**src/rtl/bank_cmd_sequencer_if.sv**
```systemverilog
// Host-side handshake bundle for bank_cmd_sequencer: command channel in, response channel out.
// master = host driving commands, slave = the sequencer.
interface bank_cmd_sequencer_if #(
  parameter int DATA_W  = 8,
  parameter int ADDR_W  = 2,
  parameter int QUERY_W = 4
);
  logic               cmd_valid;
  logic               cmd_ready;
  logic [1:0]         cmd_op;
  logic [ADDR_W-1:0]  cmd_addr;
  logic [DATA_W-1:0]  cmd_data;
  logic [QUERY_W-1:0] cmd_query;
  logic               rsp_valid;
  logic               rsp_ready;
  logic [DATA_W-1:0]  rsp_data;
  logic               rsp_err;

  modport master (
    output cmd_valid, cmd_op, cmd_addr, cmd_data, cmd_query, rsp_ready,
    input  cmd_ready, rsp_valid, rsp_data, rsp_err
  );

  modport slave (
    input  cmd_valid, cmd_op, cmd_addr, cmd_data, cmd_query, rsp_ready,
    output cmd_ready, rsp_valid, rsp_data, rsp_err
  );
endinterface

```
**src/rtl/bank_cmd_sequencer.sv**
```systemverilog
// Sequences host commands onto the CAM/MAC bank pins and returns one response per command.
// Define BANK_RDBACK_EN to follow every WRITE with a read-back of the same row and flag mismatches.
module bank_cmd_sequencer #(
  parameter int DATA_W      = 8,
  parameter int ADDR_W      = 2,
  parameter int QUERY_W     = 4,
  parameter int READ_LAT    = 1,
  parameter int MODE_SW_CYC = 1
) (
  input  logic                     clk,
  input  logic                     rst_n,
  bank_cmd_sequencer_if.slave      host,
  output logic                     bank_CS,
  output logic                     bank_MAC_en,
  output logic                     bank_w_en,
  output logic                     bank_read_bar,
  output logic [ADDR_W-1:0]        bank_addr,
  output logic [DATA_W-1:0]        bank_word,
  output logic [QUERY_W-1:0]       bank_query,
  input  logic [DATA_W-1:0]        bank_rdata,
  input  logic [(1<<ADDR_W)-1:0]   bank_match
);
  localparam int NUM_ROWS = 1 << ADDR_W;
  localparam int CNT_MAX  = (MODE_SW_CYC > READ_LAT) ? MODE_SW_CYC : READ_LAT;
  localparam int CNT_W    = (CNT_MAX > 1) ? $clog2(CNT_MAX) : 1;

  if (DATA_W < NUM_ROWS) begin : g_bad_data_w
    $error("bank_cmd_sequencer: DATA_W must be >= NUM_ROWS to return match lines");
  end
  if (MODE_SW_CYC < 1) begin : g_bad_mode_sw
    $error("bank_cmd_sequencer: MODE_SW_CYC must be >= 1");
  end

  typedef enum logic [1:0] {OP_WRITE, OP_READ_Q, OP_READ_QB, OP_SEARCH} op_e;
  typedef enum logic [2:0] {S_IDLE, S_MODE, S_SETUP, S_ACCESS, S_WAIT, S_RESP} state_e;

  state_e             state_q, state_d;
  op_e                op_q, op_d;
  logic [ADDR_W-1:0]  addr_q, addr_d;
  logic [DATA_W-1:0]  word_q, word_d;
  logic [QUERY_W-1:0] query_q, query_d;
  logic [CNT_W-1:0]   cnt_q, cnt_d;
  logic               rb_q, rb_d;
  logic               cs_q, cs_d;
  logic               mac_en_q, mac_en_d;
  logic               w_en_q, w_en_d;
  logic               read_bar_q, read_bar_d;
  logic               cmd_ready_q, cmd_ready_d;
  logic               rsp_valid_q, rsp_valid_d;
  logic [DATA_W-1:0]  rsp_data_q, rsp_data_d;
  logic               rsp_err_q, rsp_err_d;
  logic               capture;
  logic               need_mac;

  always_comb begin
    state_d     = state_q;
    op_d        = op_q;
    addr_d      = addr_q;
    word_d      = word_q;
    query_d     = query_q;
    cnt_d       = cnt_q;
    rb_d        = rb_q;
    cs_d        = cs_q;
    mac_en_d    = mac_en_q;
    w_en_d      = w_en_q;
    read_bar_d  = read_bar_q;
    cmd_ready_d = cmd_ready_q;
    rsp_valid_d = rsp_valid_q;
    rsp_data_d  = rsp_data_q;
    rsp_err_d   = rsp_err_q;
    capture     = 1'b0;
    need_mac    = (op_e'(host.cmd_op) != OP_SEARCH);

    case (state_q)
      S_IDLE: begin
        cmd_ready_d = 1'b1;
        if (host.cmd_valid && cmd_ready_q) begin
          op_d        = op_e'(host.cmd_op);
          addr_d      = host.cmd_addr;
          word_d      = host.cmd_data;
          query_d     = host.cmd_query;
          rb_d        = 1'b0;
          cmd_ready_d = 1'b0;
          cs_d        = 1'b1;
          if (need_mac != mac_en_q) begin
            state_d  = S_MODE;
            mac_en_d = need_mac;
            cnt_d    = CNT_W'(MODE_SW_CYC - 1);
          end else begin
            state_d    = S_SETUP;
            read_bar_d = (op_d == OP_READ_QB);
          end
        end
      end
      S_MODE: begin
        if (cnt_q == '0) begin
          state_d    = S_SETUP;
          read_bar_d = (op_q == OP_READ_QB);
        end else begin
          cnt_d = cnt_q - CNT_W'(1);
        end
      end
      S_SETUP: begin
        state_d = S_ACCESS;
        w_en_d  = (op_q == OP_WRITE) && !rb_q;
      end
      S_ACCESS: begin
        w_en_d = 1'b0;
        if (op_q == OP_WRITE && !rb_q) begin
`ifdef BANK_RDBACK_EN
          // Second pass over the same row as a plain READ_Q.
          rb_d    = 1'b1;
          state_d = S_SETUP;
`else
          state_d     = S_RESP;
          cs_d        = 1'b0;
          rsp_valid_d = 1'b1;
          rsp_data_d  = word_q;
          rsp_err_d   = 1'b0;
`endif
        end else if (READ_LAT == 0) begin
          capture = 1'b1;
        end else begin
          state_d = S_WAIT;
          cnt_d   = CNT_W'(READ_LAT - 1);
        end
      end
      S_WAIT: begin
        if (cnt_q == '0) capture = 1'b1;
        else             cnt_d   = cnt_q - CNT_W'(1);
      end
      S_RESP: begin
        if (host.rsp_ready) begin
          state_d     = S_IDLE;
          rsp_valid_d = 1'b0;
          cmd_ready_d = 1'b1;
        end
      end
      default: state_d = S_IDLE;
    endcase

    if (capture) begin
      state_d     = S_RESP;
      cs_d        = 1'b0;
      read_bar_d  = 1'b0;
      rsp_valid_d = 1'b1;
      rsp_data_d  = (op_q == OP_SEARCH) ? DATA_W'(bank_match) : bank_rdata;
      rsp_err_d   = rb_q && (bank_rdata != word_q);
    end
  end

  always_ff @(posedge clk or negedge rst_n) begin
    if (!rst_n) begin
      state_q     <= S_IDLE;
      op_q        <= OP_WRITE;
      addr_q      <= '0;
      word_q      <= '0;
      query_q     <= '0;
      cnt_q       <= '0;
      rb_q        <= 1'b0;
      cs_q        <= 1'b0;
      mac_en_q    <= 1'b1;
      w_en_q      <= 1'b0;
      read_bar_q  <= 1'b0;
      cmd_ready_q <= 1'b0;
      rsp_valid_q <= 1'b0;
      rsp_data_q  <= '0;
      rsp_err_q   <= 1'b0;
    end else begin
      state_q     <= state_d;
      op_q        <= op_d;
      addr_q      <= addr_d;
      word_q      <= word_d;
      query_q     <= query_d;
      cnt_q       <= cnt_d;
      rb_q        <= rb_d;
      cs_q        <= cs_d;
      mac_en_q    <= mac_en_d;
      w_en_q      <= w_en_d;
      read_bar_q  <= read_bar_d;
      cmd_ready_q <= cmd_ready_d;
      rsp_valid_q <= rsp_valid_d;
      rsp_data_q  <= rsp_data_d;
      rsp_err_q   <= rsp_err_d;
    end
  end

  assign host.cmd_ready = cmd_ready_q;
  assign host.rsp_valid = rsp_valid_q;
  assign host.rsp_data  = rsp_data_q;
  assign host.rsp_err   = rsp_err_q;
  assign bank_CS        = cs_q;
  assign bank_MAC_en    = mac_en_q;
  assign bank_w_en      = w_en_q;
  assign bank_read_bar  = read_bar_q;
  assign bank_addr      = addr_q;
  assign bank_word      = word_q;
  assign bank_query     = query_q;
endmodule

```
**src/flat_wrapper.sv**
```systemverilog
// flat-port wrapper written by rule: the top's interface ports become plain ports
module bank_cmd_sequencer_flat 
#(
  parameter int DATA_W      = 8,
  parameter int ADDR_W      = 2,
  parameter int QUERY_W     = 4,
  parameter int READ_LAT    = 1,
  parameter int MODE_SW_CYC = 1
)
  (clk, rst_n, bank_CS, bank_MAC_en, bank_w_en, bank_read_bar, bank_addr, bank_word, bank_query, bank_rdata, bank_match, host_cmd_valid, host_cmd_op, host_cmd_addr, host_cmd_data, host_cmd_query, host_rsp_ready, host_cmd_ready, host_rsp_valid, host_rsp_data, host_rsp_err);
  bank_cmd_sequencer_if #(.DATA_W(DATA_W), .ADDR_W(ADDR_W), .QUERY_W(QUERY_W)) host_i ();
  input  logic clk;
  input  logic rst_n;
  output logic bank_CS;
  output logic bank_MAC_en;
  output logic bank_w_en;
  output logic bank_read_bar;
  output logic [ADDR_W-1:0] bank_addr;
  output logic [DATA_W-1:0] bank_word;
  output logic [QUERY_W-1:0] bank_query;
  input  logic [DATA_W-1:0] bank_rdata;
  input  logic [(1<<ADDR_W)-1:0] bank_match;
  input wire logic [$bits(host_i.cmd_valid)-1:0] host_cmd_valid;
  input wire logic [$bits(host_i.cmd_op)-1:0] host_cmd_op;
  input wire logic [$bits(host_i.cmd_addr)-1:0] host_cmd_addr;
  input wire logic [$bits(host_i.cmd_data)-1:0] host_cmd_data;
  input wire logic [$bits(host_i.cmd_query)-1:0] host_cmd_query;
  input wire logic [$bits(host_i.rsp_ready)-1:0] host_rsp_ready;
  output wire logic [$bits(host_i.cmd_ready)-1:0] host_cmd_ready;
  output wire logic [$bits(host_i.rsp_valid)-1:0] host_rsp_valid;
  output wire logic [$bits(host_i.rsp_data)-1:0] host_rsp_data;
  output wire logic [$bits(host_i.rsp_err)-1:0] host_rsp_err;
  assign host_i.cmd_valid = host_cmd_valid;
  assign host_i.cmd_op = host_cmd_op;
  assign host_i.cmd_addr = host_cmd_addr;
  assign host_i.cmd_data = host_cmd_data;
  assign host_i.cmd_query = host_cmd_query;
  assign host_i.rsp_ready = host_rsp_ready;
  assign host_cmd_ready = host_i.cmd_ready;
  assign host_rsp_valid = host_i.rsp_valid;
  assign host_rsp_data = host_i.rsp_data;
  assign host_rsp_err = host_i.rsp_err;
  bank_cmd_sequencer #(.DATA_W(DATA_W), .ADDR_W(ADDR_W), .QUERY_W(QUERY_W), .READ_LAT(READ_LAT), .MODE_SW_CYC(MODE_SW_CYC)) u_core (.clk(clk), .rst_n(rst_n), .host(host_i), .bank_CS(bank_CS), .bank_MAC_en(bank_MAC_en), .bank_w_en(bank_w_en), .bank_read_bar(bank_read_bar), .bank_addr(bank_addr), .bank_word(bank_word), .bank_query(bank_query), .bank_rdata(bank_rdata), .bank_match(bank_match));
endmodule
```
**config.mk**
```make
export PLATFORM = sky130hd
export DESIGN_NAME = bank_cmd_sequencer_flat
export DESIGN_NICKNAME = d
export VERILOG_FILES = /design/src/rtl/bank_cmd_sequencer_if.sv /design/src/rtl/bank_cmd_sequencer.sv /design/src/flat_wrapper.sv
export SDC_FILE = /design/constraint.sdc
export NUM_CORES = 1
export LEC_CHECK = 0
export BUFFER_PORTS_ARGS = -buffer_cell sky130_fd_sc_hd__buf_2
export CORE_MARGIN = 5
export CORE_UTILIZATION = 48
export CTS_BUF_LIST = sky130_fd_sc_hd__clkbuf_4 sky130_fd_sc_hd__clkbuf_8 sky130_fd_sc_hd__clkbuf_16
export CTS_CLUSTER_SIZE = 24
export DETAILED_ROUTE_END_ITERATION = 7
export PLACE_DENSITY = 0.79
export SYNTH_ARGS = -nofsm -noshare
export SYNTH_HDL_FRONTEND = slang
export SYNTH_SLANG_ARGS = --single-unit
```
**constraint.sdc**
```tcl
create_clock -name clk -period 2.1 [get_ports clk]
set_clock_uncertainty 0.2 [all_clocks]
set_input_delay 0.315 -clock clk [delete_from_list [all_inputs] [get_ports clk]]
set_output_delay 0.315 -clock clk [all_outputs]
set_load 0.1 [all_outputs]
```
======== Word-level counts from Yosys, hierarchy flattened ========
Index checks and enable logic that the tools add are counted.
W data, S select, Z words.
storage, ports and cells
  bits of input ports ..................... 32
  logic and storage cells ................. 93
  bits in registers ....................... 35
  output and inout port bits .............. 29
operators by class
  $add $sub $neg .......................... 1
  eq/ne operators ......................... 20
  reduce and logical (&&, ||, !) cells .... 21
  multiplexer cells ....................... 37
operators with widths
  kind                  number
  $mux W8               4
  $mux W1               21
  $pmux W3 S6           1
  $mux W3               4
  $reduce_and A4 Y1     3
  $reduce_bool A3 Y1    4
  $pmux W1 S2           5
  $reduce_and A3 Y1     3
  $reduce_bool A2 Y1    4
  $eq A2 B2 Y1 const B  3
  $eq A3 B2 Y1 const B  2
  $eq A3 B3 Y1 const B  2
  $ne A2 B1 Y1 const B  3
  $ne A2 B2 Y1 const B  3
  $ne A3 B1 Y1 const B  2
  $ne A3 B2 Y1 const B  2
  $reduce_and A2 Y1     3
  $eq A3 B1 Y1 const B  1
  $logic_not A3 Y1      1
  $ne A3 B3 Y1 const B  1
  $pmux W1 S3           1
  $logic_not A2 Y1      1
  $mux W2               1
  $reduce_or A2 Y1      1
  other kinds (3)       3

======== Depth between registers and ports, before layout ========
Gate-level depths: netlist of run 1.
  depth after elaboration ................. 6
  mapped depth ............................ 5

======== Worst setup path after synthesis of run 1 ========
OpenSTA, ideal clock, no wires.
  kind .................................... register -> register
  from .................................... reg u_core.cmd_ready_q, in the netlist u_core.host.cmd_ready
  to ...................................... reg u_core.word_q[0], in the netlist u_core.bank_word[0]
  buffers on the path ..................... 1
  data arrival time ....................... 1.907 ns
  required time ........................... 1.774 ns
  stages on the path, launching flop included .. 5
  setup slack ............................. -0.133 ns
  cell sequence ........................... dfrtp_1 nand2_1 nor4_1 buf_2 mux2_2
between the ends
  longest elaborated chain between the ends .. 2
RTL lines
  what                                line                       source
  start: declaration                  bank_cmd_sequencer.sv:48   logic cmd_ready_q, cmd_ready_d;
  start signal: assignment            bank_cmd_sequencer.sv:181  cmd_ready_q <= cmd_ready_d;
  $logic_and A1 B1 Y1                 bank_cmd_sequencer.sv:77   if (host.cmd_valid && cmd_ready_q) begin
  $reduce_and A2 Y1 (no source line)  --
  end signal: assignment              bank_cmd_sequencer.sv:173  word_q <= word_d;
  end: declaration                    bank_cmd_sequencer.sv:40   logic [DATA_W-1:0] word_q, word_d;
Every way passes these cells.
A chain may end at the register's enable or synchronous reset.

======== Final worst setup path of run 1 ========
  from .................................... reg u_core.state_q[2]
  to ...................................... reg u_core.rsp_data_q[2], in the netlist u_core.host.rsp_data[2]
between the ends
  longest elaborated chain between the ends .. 4
  elaborated cells on any way between the ends .. 7
  classes of those cells .................. 2 x eq/ne; 2 x mux; 3 x reduce/logical
RTL lines
  what                                 line                       source
  start: declaration                   bank_cmd_sequencer.sv:37   state_e state_q, state_d;
  start signal: assignment             bank_cmd_sequencer.sv:170  state_q <= state_d;
  $eq A3 B3 Y1                         bank_cmd_sequencer.sv:74   case (state_q)
  $mux W1                              bank_cmd_sequencer.sv:74
  $reduce_bool A2 Y1 (no source line)  --
  $reduce_and A2 Y1 (no source line)   --
  end signal: assignment               bank_cmd_sequencer.sv:183  rsp_data_q <= rsp_data_d;
  end: declaration                     bank_cmd_sequencer.sv:50   logic [DATA_W-1:0] rsp_data_q, rsp_data_d;
Several ways; a longest one is shown, not always the timed one.

==> metrics.cfg, run 1 <==
[status]
status=complete, no violations

[worst_setup_path]
cp-start-kind=flop
end_kind=flop
reg2reg_slack_ns=0.10
r2r-end=u_core.host.rsp_data[2]
worstReg2RegStart=u_core.state_q[2]
worstSetupPathType=reg2reg
arrival_ns=2.02
crit_required_ns=2.13
critPathSlowestCell=or3b_4
path_cells=buf_4 > or3b_4 > o41ai_4 > mux2_2
cp_max_fo=14
rr_worst_depth=4
cp_slowest_stage_delay_ns=0.49
critPathTopFamily=simple AND/OR/NAND/NOR gates
critPathBufInv=1

[clocking]
clkLatencyLatePin_ns=0.34
cts_tree=yes
cts.clk_slew.worst_paths_ns=0.12
cts.sinks=33
h-tree-depth=2
clk_path_buf_depth=2
root_buffer=clkbuf_4
cts_buffers=5

[global_route]
grt_max_degree=34
gr-total-overflow=0
antenna_found_initial=0
grt_pass1_wl_um=6320
grtUsageMet1_pct=21.1
busiest_layer=met2
grt.met3_usage_pct=6.91
grtUsageMet2_pct=33.4
grt_pass1_vias=1349
track_usage_pct=19.4

[routing]
vias_per_cell=5.27
drtPass1Iterations=4
vias=1391
drtIter0Drc=57
ant_nets=0
wire_per_inst_um=14.8
drcViolationCount=0
routed_wl_um=3910

[floorplanning]
die_area_um2=4440
initial_core_util_pct=50.0
die_x_um=66.6
core_area_um2=3080
rows=20
io_pins=61
die_h_um=66.6

[sta]
finalCritPeriodShare_pct=95.1
tns_ns=0
relSlewSlack_pct=50.1
worst_slew_pin_slew_ns=0.746
drv_slew=0
rsz0062_at_grt=no
fmax_mhz=501
hold_viol=0
period_needed_ns=2.00
finalSetupViolCount=0
setup_slack_ns=0.102

[placed_design]
placed_area_um2=1900
place_congestion=0.843
dp_slack_ns=-0.0652
io_buffers=59
hpwl_um=2760

[logic_synthesis]
synth_top_area_share_pct=52.0
synthesis.area_um2=1540
ys_seq_area_share_pct=53.7
synth_edf_count=0
synth-seq-cells=33
yosys-top-cells-area=dfrtp_1, mux2_2, nand2_1
synth_commonest_cells=dfrtp_1, mux2_2, nand2_1
avgSynthCellArea_um2=11.2
ys.warnings.count=0
synth_most_common_cell=dfrtp_1
ys_types=31
syn-num-nets=170
synthCells=138
ys_async_sr_fraction_pct=100
yosysTopAreaCell=dfrtp_1
synthFlopType=dfrtp_1

[cells_and_area]
regArea_um2=828
drive_above_1_share_pct=46.1
final_nets=250
final_area_um2=2110
multi_input_area_um2=664
area_growth_pct=37.1
fill_cells=238

[min_path]
holdPathEnd=u_core.bank_word[3]
hold_start=host_cmd_data[3]
holdPathStages=2
hold_path_class=in2reg

[flow_run]
drv_cap=0

how the worst max path moves through the flow:
stage                          start                       to  slack (ns)  cells past startpoint
6_report           u_core.state_q[2]  u_core.host.rsp_data[2]        0.10                      4
5_1_grt            u_core.state_q[2]  u_core.host.rsp_data[1]        0.02                      4
4_1_cts            u_core.state_q[2]  u_core.host.rsp_data[2]        0.12                      4
3_5_place_dp       u_core.state_q[2]  u_core.host.rsp_data[2]       -0.07                      2
3_3_place_gp       u_core.state_q[2]  u_core.host.rsp_data[2]       -0.02                      2
2_1_floorplan  u_core.host.cmd_ready      u_core.bank_word[0]        0.16                      4
what timing repair did:
action | CTS | global route
hold buffers | 14 | 0
setup buffers | 0 | 0
endpoints found under the hold margin | 44 | 0
setup endpoints to repair | 4 | 0
gates resized for setup | 1 | 0
state kept, by name, summed over array words and instances, names as in the netlist:
name and count:
u_core.bank_w_en 1, u_core.host.cmd_ready 1, u_core.host.rsp_valid 1, u_core.bank_MAC_en 1
u_core.state_q 3, u_core.bank_word 8, u_core.host.rsp_data 8, u_core.bank_addr 2
u_core.bank_query 4, u_core.bank_read_bar 1, u_core.bank_CS 1, u_core.op_q 2
layout make-up:
class,count,area share [%]
Clock inverter,3,0.829
Timing Repair Buffer,81,23.5
Inverter,3,0.533
Clock buffer,5,1.78
Sequential cell,33,39.2
Tap cell,44,2.61
Multi-Input combinational cell,94,31.5
Antenna cell,1,0.118
worst reg2reg max path, cell delays in order, from the launching register on:
cell,delay [ns]
dfrtp_1,0.41
buf_4,0.20
or3b_4,0.49
o41ai_4,0.17
mux2_2,0.41
layer usage:
layer  vias to the layer above  part of all wire, %  routed length (µm)
li1                        654                    -                   -
met5                         -                    0                   0
met3                        13                  5.7                 222
met4                         0                  3.4                 131
met2                        48                   53                2060
met1                       676                   38                1500
placed cells by master, fill, tap and decap left out, types with 7 or more instances in the layout:
master and n:
o21ai_0 7, nand3_1 7, buf_2 59, dfrtp_1 31, dlygate4sd3_1 14, nor2_1 12, a31oi_1 7, buf_4 8
mux2_2 19, nand2_1 14
cells by family after synthesis:
logic type / synth area share (%)
AO/OA/AOI/OAI: 11.1
buffers and inverters: 4.31
flip-flops: 53.7
multiplexers: 17.5
other: 0.243
AND/OR/NAND/NOR: 13.2
per-stage QoR:
step	hold slack, ns	util (%)	cells
3_3_place_gp	0.205	61.8	241
3_5_place_dp	0.210	61.8	241
6_report	0.0167	68.6	264
2_1_floorplan	-0.181	-	138
5_1_grt	0.000177	68.5	263
4_1_cts	0.00223	68.5	263
Power of run 1 is not shown: default switching activity piles up to over one toggle a cycle in this logic, so the estimate is an artifact.
==> inputs of run 2 (changes only) <==
--- a/config.mk
+++ b/config.mk
@@ -11,6 +11,7 @@
 export CTS_BUF_LIST = sky130_fd_sc_hd__clkbuf_4 sky130_fd_sc_hd__clkbuf_8 sky130_fd_sc_hd__clkbuf_16
 export CTS_CLUSTER_SIZE = 24
 export DETAILED_ROUTE_END_ITERATION = 7
+export HOLD_SLACK_MARGIN = 0.06
 export PLACE_DENSITY = 0.79
 export SYNTH_ARGS = -nofsm -noshare
 export SYNTH_HDL_FRONTEND = slang
==> run 2 against run 1 <==
Net effect:
- via count grew 3.5%
- die area is the same
- worst hold slack gained 0.085 ns
- critical path depth is the same
- routed wire length grew 7.4%
- register-to-register slack is essentially flat
- critical path type unchanged
==> metrics.cfg, run 2 (synthesis gave the netlist of run 1 again) <==
[global_route]
antenna_found_initial=0
grt_pass1_vias=1423
grt_pass1_wl_um=6670
track_usage_pct=20.6
gr-total-overflow=0
grt_max_degree=34

[sta]
fmax_mhz=498
period_needed_ns=2.01
rsz0062_at_grt=no
drv_slew=0
setup_slack_ns=0.0929
relSlewSlack_pct=47.9
hold_viol=0
worst_slew_pin_slew_ns=0.780
finalSetupViolCount=0
finalCritPeriodShare_pct=95.6

[floorplanning]
rows=20
die_x_um=66.6
die_area_um2=4440
core_area_um2=3080
io_pins=61
initial_core_util_pct=50.0
die_h_um=66.6

[placed_design]
hpwl_um=2760
io_buffers=59
place_congestion=0.843
dp_slack_ns=-0.0652

[cells_and_area]
n_antenna_cell=0
final_cell_mix=buf_2, dfrtp_1, dlygate4sd3_1
final_common_cell=buf_2
area_growth_pct=41.5
final_nets=257
fill_cells=225
drive_above_1_share_pct=44.7

[clocking]
clk_path_buf_depth=2
root_buffer=clkbuf_4
cts.sinks=33
cts.clk_slew.worst_paths_ns=0.12
clkLatencyLatePin_ns=0.35
cts_tree=yes
cts_buffers=5
h-tree-depth=2

[min_path]
hold_start=host_rsp_ready
hold_path_class=in2reg
holdPathEnd=u_core.host.rsp_valid
holdPathStages=4

[status]
status=complete, no violations

[routing]
drcViolationCount=0
drtPass1Iterations=4
routed_wl_um=4200
drtIter0Drc=94
vias_per_cell=5.33
wire_per_inst_um=15.6
ant_nets=0
vias=1439

[worst_setup_path]
cp_max_fo=14
crit_required_ns=2.13
end_kind=flop
rr_worst_depth=4
worstReg2RegStart=u_core.state_q[2]
worstSetupPathType=reg2reg
cp-start-kind=flop
r2r-end=u_core.host.rsp_data[2]
arrival_ns=2.04
reg2reg_slack_ns=0.09

[flow_run]
drv_cap=0

run 2: metal layers:
layer / vias to the layer above / global-route usage, % / part of all wire (%)
met1: 710 / 21.9 / 38
met2: 51 / 36.9 / 54
met5: - / 0 / 0
met4: 0 / 8.38 / 3.0
met3: 16 / 6.91 / 5.8
li1: 662 / - / -
run 2: critical path, stage by stage (launching register included):
cell and delay (ns):
dfrtp_1 0.41, buf_4 0.20, or3b_4 0.49, o41ai_4 0.17
mux2_2 0.41
run 2: per-stage QoR:
| stage | std cells | util, % | hold slack (ns) | TNS (ns) | area [µm²] |
|---|---|---|---|---|---|
| 5_1_grt | 270 | 70.8 | 0.102 | 0 | 2180 |
| 6_report | 270 | 70.8 | 0.102 | 0 | 2180 |
| 3_3_place_gp | 241 | 61.8 | 0.205 | -0.0723 | 1900 |
| 2_1_floorplan | 138 | - | -0.181 | 0 | 1540 |
| 4_1_cts | 270 | 70.8 | 0.0966 | 0 | 2180 |
| 3_5_place_dp | 241 | 61.8 | 0.210 | -0.191 | 1900 |
run 2: how the worst max path moves through the flow:
stage / from / end / slack [ns]
floorplan: u_core.host.cmd_ready / u_core.bank_word[0] / 0.16
global placement: u_core.state_q[2] / u_core.host.rsp_data[2] / -0.02
detailed placement: u_core.state_q[2] / u_core.host.rsp_data[2] / -0.07
CTS: u_core.state_q[2] / u_core.host.rsp_data[2] / 0.12
global route: u_core.state_q[2] / u_core.host.rsp_data[1] / 0.03
finish: u_core.state_q[2] / u_core.host.rsp_data[2] / 0.09
run 2: final cells by class:
class                           instances  area (µm²)  share of cell area [%]
Clock inverter                          3        17.5                   0.804
Tap cell                               44        55.1                    2.53
Clock buffer                            5        37.5                    1.72
Timing Repair Buffer                   88         566                    25.9
Sequential cell                        33         828                    38.0
Multi-Input combinational cell         94         664                    30.5
Inverter                                3        11.3                   0.517
run 2: timing repair:
action / CTS / global route
hold endpoints to repair: 52 / 0
resized for setup: 1 / 0
hold buffers: 21 / 0
setup buffers: 0 / 0
endpoints found under the setup margin: 4 / 0
Power of run 2 is left out for the same reason.
